<file path="src/rtl/uart_transmitter.sv">
// uart_transmitter: 8N1 UART transmitter, LSB first, idle-high line, with a
// small TX FIFO so the core can post several bytes ahead of the serial line.
// Optional even-parity bit between the data and stop bits: define
// UART_TX_PARITY_EN to build it (frame grows from 10 to 11 bit periods).
module uart_transmitter #(
    parameter int CLKS_PER_BIT = 10416,
    parameter int FIFO_DEPTH   = 4,
    parameter int FIFO_AW      = 2
) (
    input  logic               clk,
    input  logic               rst,
    input  logic [7:0]         tx_byte,
    input  logic               tx_write,
    output logic               tx_full,
    output logic               tx_busy,
    output logic [FIFO_AW:0]   fifo_count,
    output logic               tx
);

    localparam int               CW       = $clog2(CLKS_PER_BIT);
    localparam logic [CW-1:0]    CNT_MAX  = CW'(CLKS_PER_BIT - 1);
    localparam int               NW       = FIFO_AW + 1;
    localparam logic [FIFO_AW:0] CNT_FULL = NW'(FIFO_DEPTH);

`ifdef UART_TX_PARITY_EN
    typedef enum logic [2:0] {
        IDLE   = 3'd0,
        START  = 3'd1,
        DATA   = 3'd2,
        PARITY = 3'd3,
        STOP   = 3'd4
    } state_t;
`else
    typedef enum logic [2:0] {
        IDLE  = 3'd0,
        START = 3'd1,
        DATA  = 3'd2,
        STOP  = 3'd3
    } state_t;
`endif

    state_t             r_state;
    state_t             w_next_state;

    logic [7:0]         r_mem [FIFO_DEPTH];
    logic [FIFO_AW-1:0] r_wr_ptr;
    logic [FIFO_AW-1:0] r_rd_ptr;
    logic [FIFO_AW:0]   r_count;
    logic               r_full;
    logic               r_busy;
    logic               r_tx;
    logic [CW-1:0]      r_cnt;
    logic [2:0]         r_idx;
    logic [7:0]         r_shift;

    logic               w_term;
    logic               w_nonempty;
    logic               w_push;
    logic               w_pop;
    logic [FIFO_AW:0]   w_count_next;
    logic               w_tx_next;
    logic [CW-1:0]      w_cnt_next;
    logic [2:0]         w_idx_next;
    logic [2:0]         w_idx_inc;
    logic [7:0]         w_shift_next;

    assign w_term     = (r_cnt == CNT_MAX);
    assign w_nonempty = (r_count != '0);
    assign w_push     = tx_write && !r_full;
    assign w_idx_inc  = r_idx + 1'b1;

    assign tx         = r_tx;
    assign tx_full    = r_full;
    assign tx_busy    = r_busy;
    assign fifo_count = r_count;

    // State register
    always_ff @(posedge clk) begin
        if (rst) begin
            r_state <= IDLE;
        end else begin
            r_state <= w_next_state;
        end
    end

    // Next-state logic: advance on bit-period terminal counts
    always_comb begin
        w_next_state = r_state;
        case (r_state)
            IDLE:  if (w_nonempty) w_next_state = START;
            START: if (w_term) w_next_state = DATA;
            DATA: begin
                if (w_term && (r_idx == 3'd7)) begin
`ifdef UART_TX_PARITY_EN
                    w_next_state = PARITY;
`else
                    w_next_state = STOP;
`endif
                end
            end
`ifdef UART_TX_PARITY_EN
            PARITY: if (w_term) w_next_state = STOP;
`endif
            STOP: begin
                if (w_term) begin
                    w_next_state = w_nonempty ? START : IDLE;
                end
            end
            default: w_next_state = IDLE;
        endcase
    end

    // Next values of the line, baud counter, bit index and FIFO pop request
    always_comb begin
        w_pop      = 1'b0;
        w_tx_next  = r_tx;
        w_cnt_next = r_cnt + 1'b1;
        w_idx_next = r_idx;
        case (r_state)
            IDLE: begin
                w_cnt_next = '0;
                w_tx_next  = 1'b1;
                if (w_nonempty) begin
                    w_pop     = 1'b1;
                    w_tx_next = 1'b0;
                end
            end
            START: begin
                w_tx_next = 1'b0;
                if (w_term) begin
                    w_cnt_next = '0;
                    w_idx_next = '0;
                    w_tx_next  = r_shift[0];
                end
            end
            DATA: begin
                if (w_term) begin
                    w_cnt_next = '0;
                    if (r_idx == 3'd7) begin
`ifdef UART_TX_PARITY_EN
                        w_tx_next = ^r_shift;
`else
                        w_tx_next = 1'b1;
`endif
                    end else begin
                        w_idx_next = w_idx_inc;
                        w_tx_next  = r_shift[w_idx_inc];
                    end
                end
            end
`ifdef UART_TX_PARITY_EN
            PARITY: begin
                if (w_term) begin
                    w_cnt_next = '0;
                    w_tx_next  = 1'b1;
                end
            end
`endif
            STOP: begin
                w_tx_next = 1'b1;
                if (w_term) begin
                    w_cnt_next = '0;
                    if (w_nonempty) begin
                        // Chain straight into the next start bit, no idle gap
                        w_pop     = 1'b1;
                        w_tx_next = 1'b0;
                    end
                end
            end
            default: begin
                w_cnt_next = '0;
                w_idx_next = '0;
                w_tx_next  = 1'b1;
            end
        endcase
    end

    // FIFO occupancy after this edge's push/pop
    always_comb begin
        w_count_next = r_count;
        case ({w_push, w_pop})
            2'b10:   w_count_next = r_count + 1'b1;
            2'b01:   w_count_next = r_count - 1'b1;
            default: w_count_next = r_count;
        endcase
    end

    // Shift register load on pop
    always_comb begin
        w_shift_next = r_shift;
        if (w_pop) begin
            w_shift_next = r_mem[r_rd_ptr];
        end
    end

    // FIFO storage; contents need no reset since the pointers gate access
    always_ff @(posedge clk) begin
        if (w_push && !rst) begin
            r_mem[r_wr_ptr] <= tx_byte;
        end
    end

    // Datapath and registered outputs
    always_ff @(posedge clk) begin
        if (rst) begin
            r_wr_ptr <= '0;
            r_rd_ptr <= '0;
            r_count  <= '0;
            r_full   <= 1'b0;
            r_busy   <= 1'b0;
            r_tx     <= 1'b1;
            r_cnt    <= '0;
            r_idx    <= '0;
            r_shift  <= '0;
        end else begin
            if (w_push) r_wr_ptr <= r_wr_ptr + 1'b1;
            if (w_pop)  r_rd_ptr <= r_rd_ptr + 1'b1;
            r_count <= w_count_next;
            r_full  <= (w_count_next == CNT_FULL);
            r_busy  <= (w_next_state != IDLE) || (w_count_next != '0);
            r_tx    <= w_tx_next;
            r_cnt   <= w_cnt_next;
            r_idx   <= w_idx_next;
            r_shift <= w_shift_next;
        end
    end

endmodule

</file>
<file path="config.mk">
export PLATFORM = sky130hd
export DESIGN_NAME = uart_transmitter
export DESIGN_NICKNAME = d
export VERILOG_FILES = /design/src/rtl/uart_transmitter.sv
export SDC_FILE = /design/constraint.sdc
export NUM_CORES = 1
export LEC_CHECK = 0
export CAP_MARGIN = 0
export CELL_PAD_IN_SITES_DETAIL_PLACEMENT = 0
export CELL_PAD_IN_SITES_GLOBAL_PLACEMENT = 1
export CORE_MARGIN = 8
export CORE_UTILIZATION = 41
export DETAILED_ROUTE_END_ITERATION = 16
export MAX_ROUTING_LAYER = met4
export PLACE_DENSITY = 0.71
export SKIP_LAST_GASP = 1
export SLEW_MARGIN = 30
export SYNTH_ARGS = -nofsm -noshare
export SYNTH_HDL_FRONTEND = slang
export SYNTH_SLANG_ARGS = --single-unit
</file>
<file path="constraint.sdc">
create_clock -name clk -period 3.9 [get_ports clk]
set_input_delay 0.585 -clock clk [delete_from_list [all_inputs] [get_ports clk]]
set_output_delay 0.585 -clock clk [all_outputs]
set_load 0.01 [all_outputs]
</file>
# Word level (Yosys, flattened, before mapping)
# Memory sizes are Yosys's and may differ from the RTL's. A register that Yosys moved wholly into a read port is not among the register bits.
# Cells that the tools add are included.
# totals
input_bits	11
out_inout_bits	6
memories	1
ff_bits	30
mem_bits_ro	0
latchBits	0
ram_bits	32
word_cells	68
# mem_list
memory	depth	width	rd	rd_ports_with_merged_regs	write_ports	line_no	rtl
r_mem	4	8	1	1	1	45	logic [7:0] r_mem [FIFO_DEPTH];
# classes
bitwise	2
n_mux	24
multipliers	0
magnitude_cmp	1
addsub	6
n_div	0
eq_ne	11
reduce_logical	14
shift	0
# op_table
cell	count
3-bit 2-to-1 mux	7
14-bit by 1-bit adder with 14-bit output (second input constant)	1
14-bit equality test (second input constant)	1
3-bit one-hot mux with 4 select lines	1
1-bit 2-to-1 mux	11
3-bit one-hot mux with 3 select lines	1
3-bit nonzero test	3
3-bit by 1-bit adder with 3-bit output (second input constant)	2
3-bit by 2-bit equality test with 1-bit output (second input constant)	2
3-bit equality test (second input constant)	2
2-bit != test (second input constant)	3
3-bit one-hot mux with 2 select lines	1
3-bit OR reduction	2
2-bit by 1-bit adder with 2-bit output (second input constant)	2
3-bit by 4-bit less-than comparator with 1-bit output (second input constant)	1
1-bit one-hot mux with 4 select lines	1
4-bit AND reduction	1
1-bit binary-select mux with 3-bit select	1
3-bit by 1-bit equality test with 1-bit output (second input constant)	1
1-bit logical AND	3
3-bit zero test	1
3-bit by 1-bit subtractor with 3-bit output (second input constant)	1
2-bit by 1-bit equality test with 1-bit output (second input constant)	1
2-bit equality test (second input constant)	1
5 further kinds	7

# Longest topological paths before layout
# Gate-level depths: netlist of the first run.
# depth
word_depth	8
depth_mapped	12
mapped_depth_nobuf	11

# Least setup slack after synthesis of the first run
# OpenSTA, ideal clock, no wires.
# synth_timing
path_kind	register to register
start	register r_cnt[10]
end	register r_full, in the netlist tx_full
slack_ns	0.923
setup_time_ns	0.065
path_stages_with_launch	13
arrival_ns	2.911
required_ns	3.835
period_less_slack_ns	2.977
path_buffers	2
cell_sequence	dfxtp_1 > or4b_1 > buf_2 > o41a_1 > clkbuf_1 > nor2_1 > ha_1 > inv_1 > fa_1 > xor2_1 > or3_1 > a21o_1 > nor2b_1
# synth_via
elab_chain_len	6
elab_cells_between_ends	7
classes_between	4 x eq/ne; 3 x mux
# synth_rtl
element	line_no	rtl
from (decl)	52	logic [CW-1:0] r_cnt;
from (signal assigned)	222	r_cnt <= w_cnt_next;
14-bit equality test (*)	67	assign w_term = (r_cnt == CNT_MAX);
1-bit 2-to-1 mux (*)	161	if (w_term) begin
1-bit one-hot mux with 2 select lines (*)	119	case (r_state)
net w_pop	59	logic w_pop;
2-bit by 1-bit equality test with 1-bit output or 2-bit equality test (tied branches)	181	case ({w_push, w_pop})
3-bit one-hot mux with 2 select lines (*)	181	
3-bit equality test (*)	219	r_full <= (w_count_next == CNT_FULL);
to (signal assigned)	219	
to (decl)	49	logic r_full;
# The timed path passes the listed nets; every way through them passes the cells marked *.
# A chain may end at the register's enable or synchronous reset.

# Worst setup path after layout of the first run
# Ends and elaborated chain as after synthesis.

==> results of run 1 <==
==> state kept, by name, summed over array words and instances (netlist names) <==
register    flops
r_state         3
r_mem          32
r_shift         8
r_cnt          14
r_idx           3
tx_busy         1
tx_full         1
tx              1
fifo_count      3
r_wr_ptr        2
r_rd_ptr        2
==> power by group through the flow <==
| stage | clock, mW | sequential (mW) | combinational, mW |
|---|---|---|---|
| 3_3_place_gp | 0 | 0.930 | 0.457 |
| 6_report | 0.656 | 0.913 | 0.457 |
| 4_1_cts | 0.668 | 0.916 | 0.462 |
| 3_5_place_dp | 0 | 0.932 | 0.460 |
| 5_1_grt | 0.700 | 0.928 | 0.517 |
| 2_1_floorplan | 0 | 0.903 | 0.335 |
==> final cells by class <==
class / instances / area [sq um] / area share
Sequential cell: 70 / 1720 / 0.480
Multi-Input combinational cell: 177 / 1290 / 0.361
Timing Repair Buffer: 18 / 175 / 0.0489
Clock buffer: 10 / 128 / 0.0356
Tap cell: 99 / 124 / 0.0346
Clock inverter: 6 / 93.8 / 0.0262
Inverter: 13 / 48.8 / 0.0136
==> cell families (layout without fill, tap and decap cells) <==
kind of cell               count (synthesis)  in the layout  synth area share
AOI/OAI and AO/OA                         38             38            0.0775
xor gates and xnor gates                  15             15            0.0422
adders and majority gates                  9              9            0.0386
buffers and inverters                     25             47            0.0321
DFF                                       70             70             0.553
muxes                                     17             17            0.0888
other                                      1              1           0.00120
and+or+nand+nor                           97             97             0.167
==> through the flow <==
stage,instance area (sq um),util,cells
5_1_grt,3580,0.492,393
3_5_place_dp,3360,0.461,377
4_1_cts,3580,0.492,393
2_1_floorplan,3120,-,272
3_3_place_gp,3360,0.461,377
6_report,3580,0.492,393
==> layer usage <==
metal,GRT usage,vias to the layer above,wire [um]
li1,-,1011,-
met1,0.155,938,2900
met2,0.199,16,2600
met3,0.0348,8,158
met4,0.0501,0,76
met5,-,-,0
==> synth_stat cells, types with 2 or more instances <==
library cell   n
nand3_1       15
mux2i_1        7
ha_1           8
dfxtp_1       38
buf_1          2
nand3b_1       3
mux4_2         8
xnor2_1       11
o21ai_0       13
and3_1         2
nor3_1         5
edfxtp_1      32
and2_1         4
nor2_1        28
a31oi_1        2
nand4_1        5
buf_2          2
nor2b_1        5
or2_2          3
clkbuf_1       7
or3_1          2
a21oi_1       14
nand2b_1       6
nor4_1         3
xor2_1         4
a211oi_1       2
nand2_1        8
inv_1         13
==> final timing paths <==
path / from / slack, ns / endpoint
setup reg to reg: r_cnt[10] / 0.76 / tx_full
hold / removal: r_cnt[0] / 0.47 / r_cnt[0]
hold reg to reg: r_cnt[0] / 0.47 / r_cnt[0]
setup / recovery: r_cnt[10] / 0.76 / tx_full
==> flow_summary.toml, run 1 <==
[cts]
cts_tree = "done"
htree_levels = 3
cts_root_buf = "clkbuf_8"
post-cts-setup-buffers = 0
cts-hold-fix-buffers = 0
clk_pin_slew_ns = 0.09
cts_resized = 0
numCtsBuffers = 9
cts.sinks = 70
clk_path_buf_depth = 2
worstSkewPairLatency_ns = 0.35

[sta]
drv_slew = 0
max_clock_freq_mhz = 318
fin_ws_ns = 0.760
rsz0062_at_grt = "false"
tns_ns = 0
hold_violations = 0
skew_ns = 0.0161
timing.slew.headroom = 0.557
fin_crit_sh = 0.805
period_minus_slack_ns = 3.14
worst_hold_slack_ns = 0.469
worstMarginPinSlew_ns = 0.663
setup_viol = 0

[pwr]
total_power_mw = 2.03
cell_internal_pwr_mw = 1.44
p_comb_frac = 0.226
max-vdd-ir-drop_mv = 0.221
clkPwrFrac = 0.324
swShare = 0.291
switchingPower_mw = 0.589
leakage_nw = 1.17
p_seq_frac = 0.451
power.density_mw_per_mm2 = 565

[worst_setup_path]
arrival_ns = 3.43
worst_setup_path_start_kind = "register"
crit_slowest_cell = "or4b_1"
critPathBufInv = 1
path_class = "register to register"
endpoint_kind = "register"
path_max_fanout = 11
ff2ff_path_depth = 10
path_cells = "or4b_1, o41a_1, nor2_1, ha_1, inv_1, fa_1, xor2_1, or3_1, a21o_1, nor2b_1"
cpPeakStageDelay_ns = 0.67
crit_cells = 10
critPathRequiredTime_ns = 4.19
path_delay_family = "simple AND/OR/NAND/NOR gates"

[synthesis]
ys.warnings.count = 0
synth_top_area_cell = "edfxtp_1"
ys.flop_type = "dfxtp_1"
synth_top_area_frac = 0.308
ys_types = 48
synth_seq_cells = 70
yosysSeqAreaShare = 0.553
async_flop_share = 0
synth_edf_count = 32
synth_area_sq_mm = 0.00312
syn_inst = 272
syn_nets = 292
ys_top_cells_by_area = "edfxtp_1 (31%), dfxtp_1 (24%), mux4_2 (5.8%), nor2_1 (3.4%), ha_1 (3.2%)"
avgSynthCellArea_sq_um = 11.5

[placement]
gp_congestion = 0.749
portBuffers = 16
place_ws_ns = 0.783
hpwl_mm = 3.90

[floorplanning]
start_util = 0.427
placeableCoreArea_sq_mm = 0.00729
ios = 17
placementRows = 31
die_area_sq_mm = 0.0106
die-width_um = 103
die_h_um = 103

[drt]
routed_wirelength_mm = 5.73
drtIter0Drc = 87
drtAntennaViolNets = 0
drt_first_pass_iters = 4
drc = 0
wl_per_cell_um = 14.6
vias = 1973
vias_per_cell = 5.02

[layout]
n_fill_cell = 690
layout_commonest_cell = "dfxtp_1"
drive_above_1_share = 0.122
layout_common_cells = "dfxtp_1 (38), edfxtp_1 (32), nor2_1 (28)"
n_antenna_cell = 0
final_nets = 309
area_growth_syn_to_layout_pct = 15.1

[worst_hold_path]
holdCritPathClass = "register to register"
worstHoldPathCells = 1

[grt]
grt-ovfl-total = 0
track_usage = 0.128
grt_max_degree = 15
grt_pass1_wl_mm = 9.98
grt_pass1_vias = 2104
antenna_found_initial = 0

[status]
status = "completed"

[job]
drv_cap = 0
Note: power is estimated with default switching activity, not from simulation.
==> run 2: changes to the inputs <==
PLACE_DENSITY = 0.74   (was 0.71)
clock period = 2.6 ns   (was 3.9 ns; I/O delays follow)
==> flow_summary.toml, run 2 (synthesized netlist as in run 1, its figures left out) <==
[status]
status = "finished, violations left"
failed_checks = "setup timing"

[worst_setup_path]
worst_setup_path_start_kind = "register"
endpoint_kind = "register"
path_max_fanout = 3
rr_endpoint = "tx_full"
ff2ff_path_depth = 10
critPathRequiredTime_ns = 2.88
worstReg2RegStart = "r_cnt[6]"
r2r_setup_slack_ns = -0.04
path_class = "register to register"
arrival_ns = 2.92

[sta]
worst_hold_slack_ns = 0.479
drv_slew = 0
hold_violations = 0
fin_crit_sh = 1.01
period_minus_slack_ns = 2.64
skew_ns = 0.0127
max_clock_freq_mhz = 379
fin_ws_ns = -0.0355
timing.slew.headroom = 0.570
rsz0062_at_grt = "true"
worstMarginPinSlew_ns = 0.644
setup_viol = 2

[cts]
htree_levels = 3
cts-hold-fix-buffers = 0
clk_pin_slew_ns = 0.08
numCtsBuffers = 9
cts_root_buf = "clkbuf_8"
cts_tree = "done"
clk_path_buf_depth = 2
cts.sinks = 70
worstSkewPairLatency_ns = 0.34

[layout]
fin_cells = 418
largest_reg_flops = 32
layout_common_cells = "dfxtp_1 (37), edfxtp_1 (32), nor2_1 (27), buf_4 (27), clkdlybuf4s50_1 (16)"
top_regs = "r_mem x32, r_cnt x14, r_shift x8"
area_growth_syn_to_layout_pct = 21.3
regMostFlops = "r_mem"
ff_latch_area_sq_mm = 0.00172
final_cell_area_sq_mm = 0.00378
layout_commonest_cell = "dfxtp_1"
final_nets = 334
multi_input_area_sq_mm = 0.00132
n_fill_cell = 687
n_antenna_cell = 0
drive_above_1_share = 0.213

[floorplanning]
placeableCoreArea_sq_mm = 0.00729
die_area_sq_mm = 0.0106
ios = 17
placementRows = 31
die-width_um = 103
die_h_um = 103
start_util = 0.427

[placement]
portBuffers = 16
gp_congestion = 0.810
dp.cells = 400
hpwl_mm = 4.18
place_ws_ns = -0.109
dpl-instance-area_sq_mm = 0.00355

[drt]
wl_per_cell_um = 13.7
drtAntennaViolNets = 0
drtIter0Drc = 32
drc = 0
vias = 2075
vias_per_cell = 4.96
drt_first_pass_iters = 5
routed_wirelength_mm = 5.74

[worst_hold_path]
holdCritPathClass = "register to register"
whs_endpoint = "r_shift[5]"
worstHoldPathCells = 2
hp-start = "r_shift[5]"

[pwr]
leakage_nw = 1.29
power.density_mw_per_mm2 = 806
max-vdd-ir-drop_mv = 0.429
total_power_mw = 3.05

[grt]
grt_pass1_vias = 2108
grt_pass1_wl_mm = 10.1
antenna_found_initial = 0
grt-ovfl-total = 0
track_usage = 0.126
grt_max_degree = 17

[job]
drv_cap = 0
run 2: per-layer routing:
layer  track usage  vias to the layer above  share of wire
met5             -                        -              0
met2         0.195                       29           0.45
li1              -                     1065              -
met3        0.0301                       11          0.036
met1         0.157                      970           0.50
met4        0.0467                        0          0.015
run 2: stage by stage:
| step | util | setup TNS [ns] |
|---|---|---|
| after floorplan | - | -0.646 |
| after global placement | 0.487 | -0.0969 |
| after detailed placement | 0.487 | -0.239 |
| after CTS | 0.517 | -0.103 |
| after global routing | 0.518 | -0.321 |
| final | 0.518 | -0.0700 |
run 2: how the worst max path moves through the flow:
| stage | endpoint | start | depth (start not counted) | slack, ns |
|---|---|---|---|---|
| 6_report | tx_full | r_cnt[6] | 10 | -0.04 |
| 5_1_grt | tx_busy | r_cnt[6] | 10 | -0.13 |
| 4_1_cts | tx_full | r_cnt[6] | 10 | -0.05 |
| 3_5_place_dp | tx_full | r_cnt[6] | 10 | -0.11 |
| 3_3_place_gp | tx_full | r_cnt[6] | 10 | -0.05 |
| 2_1_floorplan | tx_full | r_cnt[6] | 12 | -0.24 |
run 2: final cells by class:
| class | instances | area share |
|---|---|---|
| well taps | 99 | 0.0328 |
| repair buffers | 43 | 0.0960 |
| multi-input cells | 177 | 0.349 |
| flip-flops and latches | 70 | 0.456 |
| inverters | 13 | 0.0129 |
| clock buffers | 9 | 0.0328 |
| clock inverters | 7 | 0.0205 |
run 2: critical path, stage by stage (launching register included):
cell,delay (ns)
dfxtp_2,0.32
or4b_4,0.53
o41a_1,0.37
nor2_4,0.12
ha_4,0.15
inv_2,0.03
fa_2,0.32
xor2_1,0.15
or3_1,0.30
a21o_1,0.18
nor2b_1,0.11
run 2: power by group:
part	total (mW)	internal, mW	switching [mW]
clock network	0.891	0.455	0.436
registers	1.35	1.26	0.0886
logic	0.807	0.423	0.384
total	3.05	2.14	0.908
run 2: repair_timing:
item | in CTS | in global routing
buffers inserted | 1 | 1
gates resized for setup | 2 | 0
setup endpoints to repair | 3 | 3
pin swaps | 1 | 0
==> run 3: changes to the inputs <==
CORE_ASPECT_RATIO = 0.75   (was not set)
==> flow_summary.toml, run 3 (synthesized netlist as in run 1, its figures left out) <==
[status]
status = "finished, violations left"
failed_checks = "setup timing"

[floorplanning]
die-width_um = 117
ios = 17
die_area_sq_mm = 0.0107
placeableCoreArea_sq_mm = 0.00736
placementRows = 27
start_util = 0.423
die_h_um = 91.5

[cts]
clk_path_buf_depth = 2
clk_pin_slew_ns = 0.08
htree_levels = 3
cts_root_buf = "clkbuf_8"
cts_tree = "done"
worstSkewPairLatency_ns = 0.34
cts.sinks = 70
numCtsBuffers = 9

[grt]
grt_pass1_vias = 2113
grt-ovfl-total = 0
grt_max_degree = 15
antenna_found_initial = 0
grt_pass1_wl_mm = 10.6
track_usage = 0.132

[pwr]
total_power_mw = 2.89
power.density_mw_per_mm2 = 774
max-vdd-ir-drop_mv = 0.413
leakage_nw = 1.26

[drt]
wl_per_cell_um = 14.4
drtAntennaViolNets = 0
routed_wirelength_mm = 6.04
vias = 2070
vias_per_cell = 4.94
drt_first_pass_iters = 4
drc = 0
drtIter0Drc = 86

[worst_setup_path]
critPathRequiredTime_ns = 2.88
path_class = "register to register"
crit_slowest_cell = "or4b_4"
endpoint_kind = "register"
crit_cells = 10
startpoint = "r_cnt[6]"
ff2ff_path_depth = 10
worstReg2RegStart = "r_cnt[6]"
arrival_ns = 2.97
path_max_fanout = 3
worst_setup_path_start_kind = "register"
path_cells = "or4b_4, o41a_1, nor2_4, ha_2, inv_2, fa_2, xor2_1, or3_1, a21o_1, nor2b_1"
critPathBufInv = 1
cpPeakStageDelay_ns = 0.52
path_delay_family = "simple AND/OR/NAND/NOR gates"

[worst_hold_path]
holdCritPathClass = "register to register"
hp-start = "r_shift[4]"
worstHoldPathCells = 2

[sta]
timing.slew.headroom = 0.572
drv_slew = 0
worst_hold_slack_ns = 0.478
period_minus_slack_ns = 2.69
rsz0062_at_grt = "true"
max_clock_freq_mhz = 371
fin_ws_ns = -0.0927
setup_viol = 3
tns_ns = -0.184
skew_ns = 0.00707
worstMarginPinSlew_ns = 0.641
fin_crit_sh = 1.04
hold_violations = 0

[placement]
portBuffers = 16
dp.cells = 403
gp_congestion = 0.809
hpwl_mm = 4.30

[layout]
final_util = 0.507
area_growth_syn_to_layout_pct = 19.8
n_antenna_cell = 0
layout_commonest_cell = "dfxtp_1"
final_nets = 333
largest_reg_flops = 32
layout_common_cells = "dfxtp_1 (37), edfxtp_1 (32), nor2_1 (27)"
regMostFlops = "r_mem"
top_regs = "r_mem x32, r_cnt x14, r_shift x8"
drive_above_1_share = 0.208
fin_cells = 419

[job]
drv_cap = 0
[run 3: worst paths after layout]
check / to / slack [ns]
max: tx_full / -0.09
min: r_shift[4] / 0.48
max reg2reg: tx_full / -0.09
min reg2reg: r_shift[4] / 0.48
[run 3: through the flow]
| step | cell area [sq um] | setup WS (ns) |
|---|---|---|
| 2_1_floorplan | 3150 | -0.236 |
| 3_3_place_gp | 3560 | -0.0315 |
| 3_5_place_dp | 3560 | -0.0544 |
| 4_1_cts | 3730 | -0.0859 |
| 5_1_grt | 3730 | -0.160 |
| 6_report | 3730 | -0.0927 |
[run 3: area by class of cell]
class,count,area [sq um]
Clock inverter,6,38.8
Clock buffer,10,128
Multi-Input combinational cell,177,1310
Timing Repair Buffer,42,355
Inverter,13,48.8
Tap cell,101,126
Sequential cell,70,1720
Fill cell,708,3630
[run 3: report_power, final]
| group | internal, mW | switching (mW) | total [mW] |
|---|---|---|---|
| Sequential | 1.26 | 0.0949 | 1.36 |
| Clock | 0.341 | 0.408 | 0.749 |
| Combinational | 0.406 | 0.379 | 0.785 |
[run 3: worst register-to-register path, stage by stage (launching register included)]
cell	delay, ns
dfxtp_2	0.32
or4b_4	0.53
o41a_1	0.38
nor2_4	0.10
ha_2	0.18
inv_2	0.04
fa_2	0.32
xor2_1	0.15
or3_1	0.31
a21o_1	0.19
nor2b_1	0.12
[run 3: routing by layer]
layer  GRT usage  share of wire  vias up
li1            -              -     1061
met1       0.180           0.53      976
met2       0.177           0.42       27
met3      0.0423          0.032        6
met4      0.0446          0.010        0
met5           -              0        -
[run 3: repair_timing]
item / CTS / global route
buffers inserted: 0 / 0
setup endpoints to repair: 3 / 3
pin swaps: 1 / 0
hold buffers: 0 / 0
resized for setup: 1 / 1
